==> src/rtl/mult_div_unit_pkg.sv <==
`default_nettype none
// ============================================================================
// Module      : mult_div_unit_pkg
// Description : Shared widths, ALU op codes and FSM state encoding for the
//               multi-cycle multiply/divide unit.
// Revision    : 1.0 - initial release
// ============================================================================
package mult_div_unit_pkg;

    localparam int c_data_bus     = 32;
    localparam int c_alu_op_width = 5;

    // ALU op codes shared with the execute stage; only the four mul/div codes
    // are acted on by the unit.
    localparam logic [c_alu_op_width-1:0] c_alu_op_add  = 5'd1;
    localparam logic [c_alu_op_width-1:0] c_alu_op_mul  = 5'd10;
    localparam logic [c_alu_op_width-1:0] c_alu_op_mulu = 5'd11;
    localparam logic [c_alu_op_width-1:0] c_alu_op_div  = 5'd12;
    localparam logic [c_alu_op_width-1:0] c_alu_op_divu = 5'd13;

    // Unit state encoding (2-bit).
    typedef enum logic [1:0] {
        ST_IDLE   = 2'b00,
        ST_CALC   = 2'b01,
        ST_FINISH = 2'b10
    } mdu_state_e;

endpackage
`default_nettype wire

==> src/rtl/mult_div_unit_if.sv <==
`default_nettype none
// ============================================================================
// Module      : mult_div_unit_if
// Description : Request/response bundle between the execute stage (master)
//               and the multiply/divide unit (slave).
// Revision    : 1.0 - initial release
// ============================================================================
interface mult_div_unit_if
    import mult_div_unit_pkg::*;
#(
    parameter int DATA_WIDTH   = c_data_bus,
    parameter int ALU_OP_WIDTH = c_alu_op_width
);
    logic                    stall;
    logic                    start;
    logic [ALU_OP_WIDTH-1:0] op;
    logic [DATA_WIDTH-1:0]   rs;
    logic [DATA_WIDTH-1:0]   rt;
    logic                    busy;
    logic                    done;
    logic [DATA_WIDTH-1:0]   hi;
    logic [DATA_WIDTH-1:0]   lo;

    modport master (
        output stall, start, op, rs, rt,
        input  busy, done, hi, lo
    );

    modport slave (
        input  stall, start, op, rs, rt,
        output busy, done, hi, lo
    );
endinterface
`default_nettype wire

==> src/rtl/mult_div_unit.sv <==
`default_nettype none
// ============================================================================
// Module      : mult_div_unit
// Description : Iterative radix-2 shift-add multiplier and restoring divider
//               owning the HI/LO registers. One iteration per unstalled cycle.
// Revision    : 1.0 - initial release
// ============================================================================
module mult_div_unit
    import mult_div_unit_pkg::*;
#(
    parameter int DATA_WIDTH   = c_data_bus,
    parameter int ALU_OP_WIDTH = c_alu_op_width
) (
    input  logic           clk,
    input  logic           rst,
    mult_div_unit_if.slave bus
);

    localparam int                 c_cnt_w     = $clog2(DATA_WIDTH) + 1;
    localparam logic [c_cnt_w-1:0] c_last_iter = c_cnt_w'(DATA_WIDTH - 1);
    localparam logic [c_cnt_w-1:0] c_cnt_one   = c_cnt_w'(1);

    // Two's-complement negate when en is set; used for magnitudes and fixups.
    function automatic logic [DATA_WIDTH-1:0] f_cond_neg(
        input logic [DATA_WIDTH-1:0] x,
        input logic                  en
    );
        return en ? -x : x;
    endfunction

    mdu_state_e                  r_state;
    mdu_state_e                  w_next;
    logic                        w_write;
    logic [c_cnt_w-1:0]          r_cnt;
    logic [2*DATA_WIDTH-1:0]     r_acc;      // mul: {partial, multiplier}; div: low half = quotient
    logic [DATA_WIDTH-1:0]       r_rem;
    logic [DATA_WIDTH-1:0]       r_mag;      // mul: |multiplicand|; div: |divisor|
    logic                        r_is_div;
    logic                        r_neg_res;
    logic                        r_neg_rem;
    logic                        r_div_zero;
    logic                        r_done;
    logic [DATA_WIDTH-1:0]       r_hi;
    logic [DATA_WIDTH-1:0]       r_lo;

    // Request decode
    logic w_is_mul, w_is_mulu, w_is_div, w_is_divu, w_md_op, w_signed_op, w_div_op;
    logic w_rs_neg, w_rt_neg, w_accept;
    logic [DATA_WIDTH-1:0] w_abs_rs, w_abs_rt;

    assign w_is_mul    = (bus.op == c_alu_op_mul);
    assign w_is_mulu   = (bus.op == c_alu_op_mulu);
    assign w_is_div    = (bus.op == c_alu_op_div);
    assign w_is_divu   = (bus.op == c_alu_op_divu);
    assign w_md_op     = w_is_mul | w_is_mulu | w_is_div | w_is_divu;
    assign w_signed_op = w_is_mul | w_is_div;
    assign w_div_op    = w_is_div | w_is_divu;
    assign w_rs_neg    = w_signed_op & bus.rs[DATA_WIDTH-1];
    assign w_rt_neg    = w_signed_op & bus.rt[DATA_WIDTH-1];
    assign w_abs_rs    = f_cond_neg(bus.rs, w_rs_neg);
    assign w_abs_rt    = f_cond_neg(bus.rt, w_rt_neg);
    // The done cycle still blocks acceptance: a start coinciding with the
    // pulse belongs to the operation just finishing and is not taken.
    assign w_accept    = (r_state == ST_IDLE) & bus.start & ~bus.stall & ~r_done & w_md_op;

    // One multiply step: conditionally add the multiplicand into the upper
    // half, then shift the whole accumulator right by one.
    logic [DATA_WIDTH:0]     w_mul_sum;
    logic [2*DATA_WIDTH-1:0] w_mul_next;
    assign w_mul_sum  = {1'b0, r_acc[2*DATA_WIDTH-1:DATA_WIDTH]}
                      + (r_acc[0] ? {1'b0, r_mag} : {(DATA_WIDTH+1){1'b0}});
    assign w_mul_next = {w_mul_sum, r_acc[DATA_WIDTH-1:1]};

    // One restoring-divide step on a DATA_WIDTH+1 bit partial remainder.
    logic [DATA_WIDTH:0]   w_div_shift;
    logic                  w_div_ge;
    logic [DATA_WIDTH-1:0] w_div_sub, w_div_rem_next, w_div_q_next;
    assign w_div_shift    = {r_rem, r_acc[DATA_WIDTH-1]};
    assign w_div_ge       = (w_div_shift >= {1'b0, r_mag});
    assign w_div_sub      = w_div_shift[DATA_WIDTH-1:0] - r_mag;
    assign w_div_rem_next = w_div_ge ? w_div_sub : w_div_shift[DATA_WIDTH-1:0];
    assign w_div_q_next   = {r_acc[DATA_WIDTH-2:0], w_div_ge};

    // Sign fixup of the magnitude results.
    logic [2*DATA_WIDTH-1:0] w_prod_fix;
    logic [DATA_WIDTH-1:0]   w_quot_fix, w_rem_fix;
    assign w_prod_fix = r_neg_res ? -r_acc : r_acc;
    assign w_quot_fix = r_div_zero ? {DATA_WIDTH{1'b1}}
                                   : f_cond_neg(r_acc[DATA_WIDTH-1:0], r_neg_res);
    // With a zero divisor every step subtracts nothing, so the remainder
    // is |rs| and the fixup restores rs itself.
    assign w_rem_fix  = f_cond_neg(r_rem, r_neg_rem);

    // State register
    always_ff @(posedge clk) begin
        if (rst) r_state <= ST_IDLE;
        else     r_state <= w_next;
    end

    // Next-state logic; stall freezes every transition
    always_comb begin
        w_next  = r_state;
        w_write = 1'b0;
        case (r_state)
            ST_IDLE:   if (w_accept) w_next = ST_CALC;
            ST_CALC:   if (!bus.stall && r_cnt == c_last_iter) w_next = ST_FINISH;
            ST_FINISH: if (!bus.stall) begin
                w_write = 1'b1;
                w_next  = ST_IDLE;
            end
            default:   w_next = ST_IDLE;
        endcase
    end

    // Operand capture, iteration datapath and HI/LO write-back
    always_ff @(posedge clk) begin
        if (rst) begin
            r_cnt      <= '0;
            r_acc      <= '0;
            r_rem      <= '0;
            r_mag      <= '0;
            r_is_div   <= 1'b0;
            r_neg_res  <= 1'b0;
            r_neg_rem  <= 1'b0;
            r_div_zero <= 1'b0;
            r_done     <= 1'b0;
            r_hi       <= '0;
            r_lo       <= '0;
        end else if (!bus.stall) begin
            r_done <= w_write;
            if (w_accept) begin
                r_cnt      <= '0;
                r_rem      <= '0;
                r_is_div   <= w_div_op;
                r_neg_res  <= w_rs_neg ^ w_rt_neg;
                r_neg_rem  <= w_rs_neg;
                r_div_zero <= (bus.rt == '0);
                r_mag      <= w_div_op ? w_abs_rt : w_abs_rs;
                r_acc      <= {{DATA_WIDTH{1'b0}}, (w_div_op ? w_abs_rs : w_abs_rt)};
            end else if (r_state == ST_CALC) begin
                r_cnt <= r_cnt + c_cnt_one;
                if (r_is_div) begin
                    r_rem                  <= w_div_rem_next;
                    r_acc[DATA_WIDTH-1:0] <= w_div_q_next;
                end else begin
                    r_acc <= w_mul_next;
                end
            end
            if (w_write) begin
                if (r_is_div) begin
                    r_hi <= w_rem_fix;
                    r_lo <= w_quot_fix;
                end else begin
                    {r_hi, r_lo} <= w_prod_fix;
                end
            end
        end
    end

    assign bus.busy = (r_state != ST_IDLE);
    assign bus.done = r_done;
    assign bus.hi   = r_hi;
    assign bus.lo   = r_lo;

endmodule
`default_nettype wire
==> src/flat_wrapper.sv <==
// flat-port wrapper written by rule: the top's interface ports become plain ports
module mult_div_unit_flat import mult_div_unit_pkg::*;
#(
    parameter int DATA_WIDTH   = c_data_bus,
    parameter int ALU_OP_WIDTH = c_alu_op_width
)
  (clk, rst, bus_stall, bus_start, bus_op, bus_rs, bus_rt, bus_busy, bus_done, bus_hi, bus_lo);
  mult_div_unit_if #(.DATA_WIDTH(DATA_WIDTH), .ALU_OP_WIDTH(ALU_OP_WIDTH)) bus_i ();
  input  logic clk;
  input  logic rst;
  input wire logic [$bits(bus_i.stall)-1:0] bus_stall;
  input wire logic [$bits(bus_i.start)-1:0] bus_start;
  input wire logic [$bits(bus_i.op)-1:0] bus_op;
  input wire logic [$bits(bus_i.rs)-1:0] bus_rs;
  input wire logic [$bits(bus_i.rt)-1:0] bus_rt;
  output wire logic [$bits(bus_i.busy)-1:0] bus_busy;
  output wire logic [$bits(bus_i.done)-1:0] bus_done;
  output wire logic [$bits(bus_i.hi)-1:0] bus_hi;
  output wire logic [$bits(bus_i.lo)-1:0] bus_lo;
  assign bus_i.stall = bus_stall;
  assign bus_i.start = bus_start;
  assign bus_i.op = bus_op;
  assign bus_i.rs = bus_rs;
  assign bus_i.rt = bus_rt;
  assign bus_busy = bus_i.busy;
  assign bus_done = bus_i.done;
  assign bus_hi = bus_i.hi;
  assign bus_lo = bus_i.lo;
  mult_div_unit #(.DATA_WIDTH(DATA_WIDTH), .ALU_OP_WIDTH(ALU_OP_WIDTH)) u_core (.clk(clk), .rst(rst), .bus(bus_i));
endmodule
==> config.mk <==
export PLATFORM = sky130hd
export DESIGN_NAME = mult_div_unit_flat
export DESIGN_NICKNAME = d
export VERILOG_FILES = /design/src/rtl/mult_div_unit_pkg.sv /design/src/rtl/mult_div_unit_if.sv /design/src/rtl/mult_div_unit.sv /design/src/flat_wrapper.sv
export SDC_FILE = /design/constraint.sdc
export NUM_CORES = 1
export LEC_CHECK = 0
export BUFFER_PORTS_ARGS = -buffer_cell sky130_fd_sc_hd__clkbuf_2
export CAP_MARGIN = 20
export CORE_MARGIN = 1
export CORE_UTILIZATION = 55
export CTS_BUF_LIST = sky130_fd_sc_hd__clkbuf_4
export DETAILED_ROUTE_END_ITERATION = 6
export PLACE_DENSITY = 0.88
export REMOVE_ABC_BUFFERS = 1
export SYNTH_ARGS = -nofsm -noshare
export SYNTH_HDL_FRONTEND = slang
export SYNTH_SLANG_ARGS = --single-unit
==> constraint.sdc <==
create_clock -name clk -period 3.41 [get_ports clk]
set_clock_uncertainty 0.1 [all_clocks]
set_input_delay 0.682 -clock clk [delete_from_list [all_inputs] [get_ports clk]]
set_output_delay 0.682 -clock clk [all_outputs]
set_load 0.05 [all_outputs]
==> qor.yml <==
grt_pass1_wl_um: 84200
clockBufferDepth: 3
fin_ws_ns: 0.103
port_buffers: 138
drcViolationCount: 2
first_pass_iters: 7
cellPowerDensity_nw_per_um2: 316
fmax_mhz: 302
hpwl_um: 42000
final_nets: 2441
areaGrowthSynthToFinish_pct: 16.4
synth_cell_types: 83
met1_length_um: 21700
hold_viol_final: 0
worst_skew_pair.late_latency_ns: 0.76
die_area_um2: 29600
clkTransAtPathRegs_ns: 0.07
dr_wl_met3_um: 5350
grt_usage_pct: 36.2
synth_top_area_cell: "dfxtp_1"
fillCellCount: 2391
reg2regPathDepth: 8
worstSetupEndpointType: "register"
vias: 17700
violations: "design-rule violations"
slew_headroom_pct: 32.7
cts_root_buf: "clkbuf_4"
syn_area_um2: 15900
core_um2: 28200
dp_cells: 2616
vias_per_cell: 6.53
post-route-util_pct: 65.8
cts_sinks: 205
setup_viol_count_final: 0
dr_wl_met2_um: 24400
crit_chain: "or4_4 > nor4_4 > nand4_2 > nand4b_1 > o41ai_1 > xor2_1 > a21boi_1 > a22o_1"
peakVddDrop_mv: 0.198
critPathMaxFanout: 6
top_layer: "met5"
cap_violations: 0
final_cell_mix: "nand2_1 (229), dfxtp_1 (203), nor2_1 (196)"
synthArstFlopShare_pct: 0
numCtsBuffers: 56
syn-instance-count: 2099
min_to: "u_core.bus.done"
crit_type: "reg -> reg"
worstHoldStart: "bus_stall"
p_total_w: 0.00586
critPathLaunchType: "register"
avgRoutedWirePerCell_um: 20.1
r2r-start: "u_core.r_acc[10]"
holdPathStages: 3
synth_area_leaders: "dfxtp_1 (26%), xor2_1 (6.1%), ha_1 (5.4%), nand2_1 (5.4%), nor2_1 (4.7%)"
synth_ff_type: "dfxtp_1"
cts.htree.levels: 2
r2r_end: "u_core.bus.hi[29]"
worst_pin_slew_ns: 1.01
die_h_um: 172
final_common_cell: "nand2_1"
antenna_left: 0
grt_overflow: 0
cp_slowest_cell: "or4_4"
syn_area_per_cell_um2: 7.58
p_leak_nw: 7.49
yosysWarnings: 0
dp_slack_ns: -0.113
grt_pass1_vias: 16200
finalMaxSlewViolations: 0
min_period_over_period_pct: 97.0
worstPathRequired_ns: 3.89
synth-seq-area-share_pct: 25.8
finalCriticalPeriod_ns: 3.31
final_cells: 2716
fp-row-count: 61
grt_max_degree: 53
cts_tree: "built"
synth_edf_count: 0
r2r_slack_ns: 0.10
multiInputGateArea_um2: 11200
initial_utilization_pct: 56.5
worstPathArrival_ns: 3.79
num_io_pins: 139
cp_num_buf_inv: 0
critical_path.top_delay_family: "simple AND/OR/NAND/NOR gates"
status: "finished, violations left"
register_area_um2: 4110
critPathMaxStageDelay_ns: 0.57
ys_ff_latch: 205
hold_class: "in -> reg"
drive_gt1_share_pct: 18.4
gp_congestion: 1.05
antenna_found_initial: 4
synth_top_area_share_pct: 25.8
die_x_um: 172
drt_wl_total_um: 54600
drtIter0Drc: 2262
-- registers in the layout, summed over array words and instances (netlist names) --
| name | cells |
|---|---|
| u_core.bus.lo | 32 |
| u_core.r_neg_rem | 1 |
| u_core.r_div_zero | 1 |
| u_core.bus.done | 1 |
| u_core.bus.hi | 32 |
| u_core.r_acc | 64 |
| u_core.r_state | 2 |
| u_core.r_neg_res | 1 |
| u_core.r_cnt | 6 |
| u_core.r_mag | 32 |
| u_core.r_is_div | 1 |
| u_core.r_rem | 32 |
-- cell type report --
cell class,instances,area share (%)
antenna,3,0.0405
clock inverter,15,0.621
timing repair buffer,282,9.89
tap,378,2.55
sequential,205,22.2
inverter,57,1.16
clock buffer,81,3.28
multi-input combinational,1695,60.3
-- cells by family (layout without fill, tap and decap cells) --
family	after synthesis	after routing	share of synthesized area (%)
AOI/OAI and AO/OA	660	660	28.2
xor gates and xnor gates	194	194	10.7
adders and majority gates	71	71	5.68
buffers and inverters	199	435	4.79
DFF	205	205	25.8
muxes	41	41	2.59
other	0	3	0
and+or+nand+nor	729	729	22.3
-- cell usage after synthesis, drive strengths merged (17+ instances only) --
cell type	n
nand2	230
dfxtp	205
nor2	200
a21oi	140
o21ai	130
clkbuf	122
xor2	111
xnor2	83
a211oi	71
ha	69
nand3	62
o211ai	61
inv	57
o31ai	53
mux2i	40
nand4	36
nor3	33
or3	29
or4	29
a21o	27
and3	25
o41ai	24
buf	20
nand2b	17
-- worst max path at each step --
stage                                 from  slack (ns)  depth (start not counted)           endpoint
after floorplan                  bus_op[4]       -2.05                          3   u_core.r_acc[30]
after global placement           bus_rt[4]       -0.03                          8   u_core.r_mag[16]
after detailed placement   u_core.r_acc[0]       -0.11                         12   u_core.r_acc[61]
after CTS                  u_core.r_acc[0]        0.04                         12   u_core.r_acc[59]
after global routing       u_core.r_acc[0]       -0.02                         13   u_core.r_acc[61]
final                     u_core.r_acc[10]        0.10                          8  u_core.bus.hi[29]
-- power breakdown --
| part | internal (W) | switching (W) | leakage (nW) |
|---|---|---|---|
| registers | 0.00241 | 0.0000217 | 1.65 |
| clock network | 0.00123 | 0.00111 | 0.427 |
| logic | 0.000408 | 0.000674 | 5.41 |
| total | 0.00405 | 0.00181 | 7.49 |
-- per-stage QoR --
stage / setup TNS, ns / hold slack [ns] / area [um^2]
after floorplan: -168.05 / 0.326 / 15400
after global placement: -0.0254 / 0.340 / 17700
after detailed placement: -0.276 / 0.347 / 17700
after CTS: 0 / 0.177 / 18400
after global routing: -0.0188 / 0.203 / 18500
final: 0 / 0.206 / 18500
-- timing repair --
item                       4_1_cts  5_1_grt
hold buffers                     0        0
setup buffers                    0        0
resized for setup                2       14
setup endpoints to repair        3       13
pin swaps                        0        4
-- routing by layer --
metal  GRT usage [%]  up-vias
met4            21.8        2
met5               0        -
met2            57.7     1041
li1                -     8182
met1            45.3     8305
met3            6.84      208
-- worst register-to-register path, cell delays in order (launching register included) --
cell and delay, ns:
dfxtp_1 0.32, or4_4 0.57, nor4_4 0.50, nand4_2 0.36, nand4b_1 0.37, o41ai_1 0.36
xor2_1 0.25, a21boi_1 0.11, a22o_1 0.22
(Power assumes the default switching activity.)
